**config.mk**
```make
export PLATFORM = sky130hd
export DESIGN_NAME = barrel_shift_left_pipe
export DESIGN_NICKNAME = d
export VERILOG_FILES = /design/src/rtl/shifter_pkg.sv /design/src/rtl/mux2X1.sv /design/src/rtl/shl_stage.sv /design/src/rtl/barrel_shift_left_pipe.sv
export SDC_FILE = /design/constraint.sdc
export NUM_CORES = 1
export LEC_CHECK = 0
export ABC_CLOCK_PERIOD_IN_PS = 2950
export CORE_ASPECT_RATIO = 0.9
export CORE_UTILIZATION = 36
export CTS_CLUSTER_DIAMETER = 40
export DETAILED_ROUTE_END_ITERATION = 10
export GPL_TIMING_DRIVEN = 0
export PLACE_DENSITY = 0.58
export SYNTH_ARGS = -nofsm -noshare
export SYNTH_HDL_FRONTEND = slang
export SYNTH_SLANG_ARGS = --single-unit
```
**constraint.sdc**
```tcl
create_clock -name clk -period 2.95 [get_ports clk]
set_clock_uncertainty 0.2 [all_clocks]
set_input_delay 0.7375 -clock clk [delete_from_list [all_inputs] [get_ports clk]]
set_output_delay 0.7375 -clock clk [all_outputs]
set_load 0.005 [all_outputs]
```
**src/rtl/shifter_pkg.sv**
```systemverilog
// Shared constants and stage payload type for the pipelined left shifter.
// The payload struct is sized from the defaults, so the pipeline is built at those widths.
package shifter_pkg;

    localparam int unsigned WIDTH_DEFAULT = 16;
    localparam int unsigned SHW_DEFAULT   = 4;

    // Shift distance applied by each pipeline stage, first stage first.
    localparam int unsigned STAGE_SHIFT [SHW_DEFAULT] = '{8, 4, 2, 1};

    typedef struct packed {
        logic [WIDTH_DEFAULT-1:0] data;
        logic [SHW_DEFAULT-1:0]   ctrl;
        logic                     rot;
    } stage_payload_t;

endpackage

```
**src/rtl/mux2X1.sv**
```systemverilog
// Single-bit 2:1 multiplexer.
module mux2X1 (
    input  logic in0,
    input  logic in1,
    input  logic sel,
    output logic y
);

    assign y = sel ? in1 : in0;

endmodule

```
**src/rtl/shl_stage.sv**
```systemverilog
// Combinational conditional left shift or rotate by a fixed distance S.
module shl_stage #(
    parameter int unsigned WIDTH = 16,
    parameter int unsigned S     = 1
) (
    input  logic [WIDTH-1:0] data,
    input  logic             sel,
    input  logic             rot,
    output logic [WIDTH-1:0] result
);

    logic [WIDTH-1:0] shifted;

    for (genvar i = 0; i < WIDTH; i++) begin : g_bit
        if (i < S) begin : g_fill
            // Vacated low bits take the wrapped-around top bits only when rotating.
            assign shifted[i] = rot & data[WIDTH-S+i];
        end else begin : g_move
            assign shifted[i] = data[i-S];
        end

        mux2X1 u_mux (
            .in0 (data[i]),
            .in1 (shifted[i]),
            .sel (sel),
            .y   (result[i])
        );
    end

endmodule

```
**src/rtl/barrel_shift_left_pipe.sv**
```systemverilog
// Four-stage pipelined 16-bit left shifter/rotator (8, 4, 2, 1) with valid/ready
// handshakes and a bubble-collapsing advance chain.
module barrel_shift_left_pipe
    import shifter_pkg::*;
#(
    parameter int unsigned WIDTH = WIDTH_DEFAULT,
    parameter int unsigned SHW   = SHW_DEFAULT
) (
    input  logic             clk,
    input  logic             rst_n,
    input  logic             in_valid,
    output logic             in_ready,
    input  logic [WIDTH-1:0] in_data,
    input  logic [SHW-1:0]   in_ctrl,
    input  logic             in_rot,
    output logic             out_valid,
    input  logic             out_ready,
    output logic [WIDTH-1:0] out_data
);

    if (WIDTH != WIDTH_DEFAULT || SHW != SHW_DEFAULT) begin : g_width_guard
        $error("barrel_shift_left_pipe: payload type is fixed at the package default widths");
    end

    stage_payload_t   src_p   [SHW];
    stage_payload_t   stage_d [SHW];
    stage_payload_t   stage_q [SHW];
    logic [WIDTH-1:0] shifted [SHW];
    logic [SHW-1:0]   valid_q;
    logic [SHW-1:0]   valid_in;
    logic [SHW-1:0]   adv;

    for (genvar k = 0; k < SHW; k++) begin : g_stage
        if (STAGE_SHIFT[k] != 2 ** (SHW - 1 - k)) begin : g_table_guard
            $error("barrel_shift_left_pipe: stage shift table does not match SHW");
        end

        if (k == 0) begin : g_head
            assign src_p[k] = '{data: in_data, ctrl: in_ctrl, rot: in_rot};
        end else begin : g_body
            assign src_p[k] = stage_q[k-1];
        end

        shl_stage #(
            .WIDTH (WIDTH),
            .S     (STAGE_SHIFT[k])
        ) u_shl_stage (
            .data   (src_p[k].data),
            .sel    (src_p[k].ctrl[SHW-1-k]),
            .rot    (src_p[k].rot),
            .result (shifted[k])
        );

        // Carry forward only the control bits later stages still have to act on.
        assign stage_d[k] = '{
            data: shifted[k],
            ctrl: src_p[k].ctrl & SHW'((1 << (SHW - 1 - k)) - 1),
            rot:  src_p[k].rot
        };
    end

    assign valid_in = {valid_q[SHW-2:0], in_valid};

    // Advance chain unrolled through a running term: adv[k] is out_ready or any
    // empty slot at or beyond stage k.
    always_comb begin
        logic tail;
        adv  = '0;
        tail = out_ready;
        for (int unsigned i = 0; i < SHW; i++) begin
            tail             = tail | ~valid_q[SHW-1-i];
            adv[SHW-1-i]     = tail;
        end
    end

    always_ff @(posedge clk) begin
        if (!rst_n) begin
            valid_q <= '0;
            for (int unsigned k = 0; k < SHW; k++) begin
                stage_q[k] <= '0;
            end
        end else begin
            for (int unsigned k = 0; k < SHW; k++) begin
                if (adv[k]) begin
                    valid_q[k] <= valid_in[k];
                    if (valid_in[k]) begin
                        stage_q[k] <= stage_d[k];
                    end
                end
            end
        end
    end

    assign in_ready  = adv[0];
    assign out_valid = valid_q[SHW-1];
    assign out_data  = stage_q[SHW-1].data;

endmodule

```
; After elaboration in Yosys (flattened, before gate mapping)
; Memory sizes are Yosys's and may differ from the RTL's.
; Index checks and enable logic that the tools add are counted.
[classes]
muxes = 85
bitwise_logic = 27
[ops]
columns = op, n
row1 = 1-bit 2-to-1 mux, 81
row2 = 20-bit 2-to-1 mux, 4
row3 = 1-bit bitwise AND, 15
row4 = 1-bit bitwise OR, 8
row5 = 1-bit inverter, 4
[totals]
register_bits = 4
mem_bits_rw = 80
in_bits = 25
out_inout_bits = 18
mem_count = 1
[memory_table]
columns = memory, depth, word_bits, read_ports, rd_ports_with_merged_regs, write_ports, line_no
row1 = stage_q, 4, 20, 4, 0, 4, barrel_shift_left_pipe.sv:27  ; stage_payload_t stage_q [SHW];

; Depth between registers and ports, before layout
[logic_depth]
ltp_word = 9
depth_mapped = 5
ltp_nobuf = 3

; Hierarchy
; A second synthesis with hierarchy kept.
[unflattened]
hier_cells = 292
area_unflattened_um2 = 4267.8
[by_module_without_submodules]
columns = mod, n_inst, cells_per_inst, area_each_um2
row1 = barrel_shift_left_pipe, 1, 213, 3213.1
row2 = mux2X1, 64, 1, 15.0
row3 = shl_stage at g_stage[0].u_shl_stage, 1, 8, 50.0
row4 = shl_stage at g_stage[1].u_shl_stage, 1, 4, 25.0
row5 = shl_stage at g_stage[2].u_shl_stage, 1, 2, 12.5
row6 = shl_stage at g_stage[3].u_shl_stage, 1, 1, 6.3

; Worst setup path after synthesis
; Ideal clock, no wire load.
[synth_timing]
path_type = input -> register
from = in out_ready
to = mem stage_q[1][0] (netlist name) (enable)
setup_ns = 0.421
arrival_time_ns = 2.326
required_ns = 2.329
path_slack_ns = 0.003
cell_stages = 2
n_path_buf = 0
cell_sequence = and4b_1 -> o21ai_0
[synth_lines]
columns = element, line_no
row1 = start: declaration, barrel_shift_left_pipe.sv:17  ; input logic out_ready,
row2 = end: declaration, barrel_shift_left_pipe.sv:27

; Worst setup path in the final report
[layout_timing]
from = in out_ready
to = out in_ready
[layout_between]
elab_chain_len = 4
[layout_lines]
columns = element, line_no
row1 = 1-bit bitwise OR (4 in a row), barrel_shift_left_pipe.sv:71  ; tail = tail | ~valid_q[SHW-1-i];
row2 = end: declaration, barrel_shift_left_pipe.sv:12  ; output logic in_ready,
; Every way passes these cells.

==> results.json <==
{
  "grt.met2_usage_pct": 18.8,
  "ctsHoldBuffers": 0,
  "ios": 43,
  "nFillCells": 876,
  "rows": 33,
  "setup_violations": 0,
  "max_stage_delay_ps": 440,
  "antenna-diode-count": 0,
  "clock_latency_ps": 340,
  "antenna_found_initial": 0,
  "reg2reg_depth": 3,
  "fin_util_pct": 46.5,
  "finalNetCount": 356,
  "wire_per_inst_um": 10.6,
  "routed_wl_mm": 4.84,
  "via_per_inst": 4.29,
  "finalHoldViolCount": 0,
  "crit_required_ps": 2010,
  "period_needed_ps": 2700,
  "peakVddDrop_mv": 0.206,
  "cap_violations": 0,
  "grt_usage_pct": 10.5,
  "dp.cells": 441,
  "dieArea_mm2": 0.0102,
  "drt_iter0_drc": 28,
  "first_pass_iters": 4,
  "fin_crit_sh_pct": 91.6,
  "path_clk_slew_ps": 80,
  "maxSlewHeadroom_pct": 43.4,
  "grt_pass1_vias": 1796,
  "hp-class": "flop to flop",
  "yosys_warnings": 0,
  "synth.cell_area_mm2": 0.00351,
  "grt.met3_usage_pct": 2.46,
  "synth_cells": 278,
  "synth-seq-cells": 77,
  "cp_max_fo": 4,
  "ant_nets": 0,
  "leakagePower_nw": 1.61,
  "finalNonFillerCells": 458,
  "reg2reg_to": "stage_q[1][16]",
  "power_density_mw_per_mm2": 560,
  "h-tree-depth": 3,
  "start_util_pct": 37.8,
  "grt_util_met1_pct": 11.8,
  "core-area_mm2": 0.00929,
  "crit_family": "buffers and inverters",
  "tightestPinTransition_ps": 849,
  "ys_seq_area_share_pct": 64.7,
  "die_y_um": 95.7,
  "dp_hpwl_mm": 3.82,
  "final_common_cell": "edfxtp_1",
  "status": "completed",
  "synth_fp_nets": 303,
  "synth.avg_cell_area_um2": 12.6,
  "path_cells": "dlygate4sd2_1 > and4b_1 > nand2_1 > clkdlybuf4s50_1",
  "crit_path_start_kind": "input port",
  "mostFrequentLayoutCells": "73 x edfxtp_1, 65 x nor2_1, 49 x mux2i_1",
  "critPathSlowestCell": "clkdlybuf4s50_1",
  "setup.worst_path.end": "in_ready",
  "grt_max_degree": 21,
  "r2r_slack_ps": 990,
  "gp_congestion": 0.762,
  "die_x_um": 106,
  "cp.arrival_ps": 1770,
  "grt_overflow": 0,
  "cts_buffers": 9,
  "grt_first_pass_wirelength_mm": 8.17,
  "cts_tree": "done",
  "cts.path.max_buffers": 2,
  "cp.depth": 4,
  "max_freq_mhz": 370,
  "regToRegStartpoint": "valid_q[2]",
  "slew_viol_final": 0,
  "placed_area_mm2": 0.00408,
  "stdcell_area_mm2": 0.00432,
  "end_kind": "output pin",
  "clock-sinks": 77,
  "total_power_w": 0.00242,
  "route.detailed.drc": 0,
  "rsz0062_at_grt": "no",
  "grt_busiest_layer": "met2",
  "cp_num_buf_inv": 2,
  "drive_above_1_share_pct": 10.7,
  "vias": 1965,
  "ys_types": 22,
  "io_buffers": 41,
  "cts-root-buf": "clkbuf_8",
  "crit_start": "out_ready",
  "syn2layout_area_growth_pct": 23.1,
  "crit_type": "input port to output pin"
}
## final cells by class
type / instances / area [um2] / area share, %
plain buffers: 15 / 101 / 2.35
flip-flops and latches: 77 / 2270 / 52.6
clock buffers: 9 / 124 / 2.87
clock inverters: 7 / 114 / 2.63
well taps: 122 / 153 / 3.53
multi-input cells: 174 / 1100 / 25.4
inverters: 12 / 45.0 / 1.04
repair buffers: 42 / 417 / 9.64
## state kept, by name, indices dropped and copies added, names as in the netlist
| name | flops |
|---|---|
| stage_q | 73 |
| valid_q | 4 |
## layer usage
layer,up-vias,share of wire [%]
li1,1082,-
met1,832,45
met2,42,49
met4,0,1.9
met3,9,3.9
met5,-,0
## cells in the mapped netlist
library cell | n | area (um2)
a21boi_0 | 3 | 22.5
a21oi_1 | 16 | 80.1
and2_1 | 1 | 6.26
and4b_1 | 1 | 10.0
buf_2 | 6 | 30.0
buf_4 | 6 | 45.0
buf_6 | 2 | 22.5
clkbuf_1 | 1 | 3.75
dfxtp_1 | 4 | 80.1
edfxtp_1 | 73 | 2190
inv_1 | 12 | 45.0
mux2i_1 | 49 | 490
nand2_1 | 6 | 22.5
nand2b_1 | 9 | 56.3
nand3_1 | 9 | 45.0
nand3_2 | 2 | 20.0
nand3b_1 | 1 | 7.51
nand4b_2 | 1 | 15.0
nor2_1 | 65 | 244
nor2b_1 | 8 | 50.1
o211ai_2 | 1 | 12.5
o21ai_0 | 2 | 10.0
## metrics by stage
step	hold WS (ps)	setup WS, ps	TNS [ps]
3_3_place_gp	312	-962	-18270
4_1_cts	342	230	0
2_1_floorplan	291	2.55	0
3_5_place_dp	328	-32.0	-32.0
5_1_grt	387	191	0
6_report	338	247	0
## worst min path at each step
stage                     from    endpoint  cells after the start
finish              valid_q[2]  valid_q[3]                      2
global route        valid_q[1]  valid_q[2]                      2
CTS                 valid_q[2]  valid_q[3]                      2
detailed placement  valid_q[2]  valid_q[3]                      2
global placement    valid_q[1]  valid_q[2]                      2
floorplan           valid_q[1]  valid_q[2]                      2
## power breakdown
part	switching [W]	leakage, nW	total (W)	internal (W)
clock network	0.000361	0.123	0.000920	0.000559
registers	0.0000292	0.809	0.00129	0.00126
logic	0.0000996	0.677	0.000207	0.000107
## worst register-to-register path, delay by kind of cell (launching register included)
family / cells / cell delay, ps
flops: 1 / 370
simple gates: 1 / 230
compound gates: 1 / 650
buf+inv: 1 / 140
## logic make-up (layout without fill, tap and decap cells)
| group | after synthesis | in the layout | synth area share, % |
|---|---|---|---|
| simple gates | 103 | 103 | 13.6 |
| flops | 77 | 77 | 64.7 |
| mux | 49 | 49 | 14.0 |
| buf+inv | 27 | 85 | 4.17 |
| compound gates | 22 | 22 | 3.56 |
## repair_timing
action                                  4_1_cts  5_1_grt
resized for setup                             1        0
endpoints found under the setup margin        1        0
setup buffers                                 1        0
Note: power is estimated with default switching activity, not from simulation.
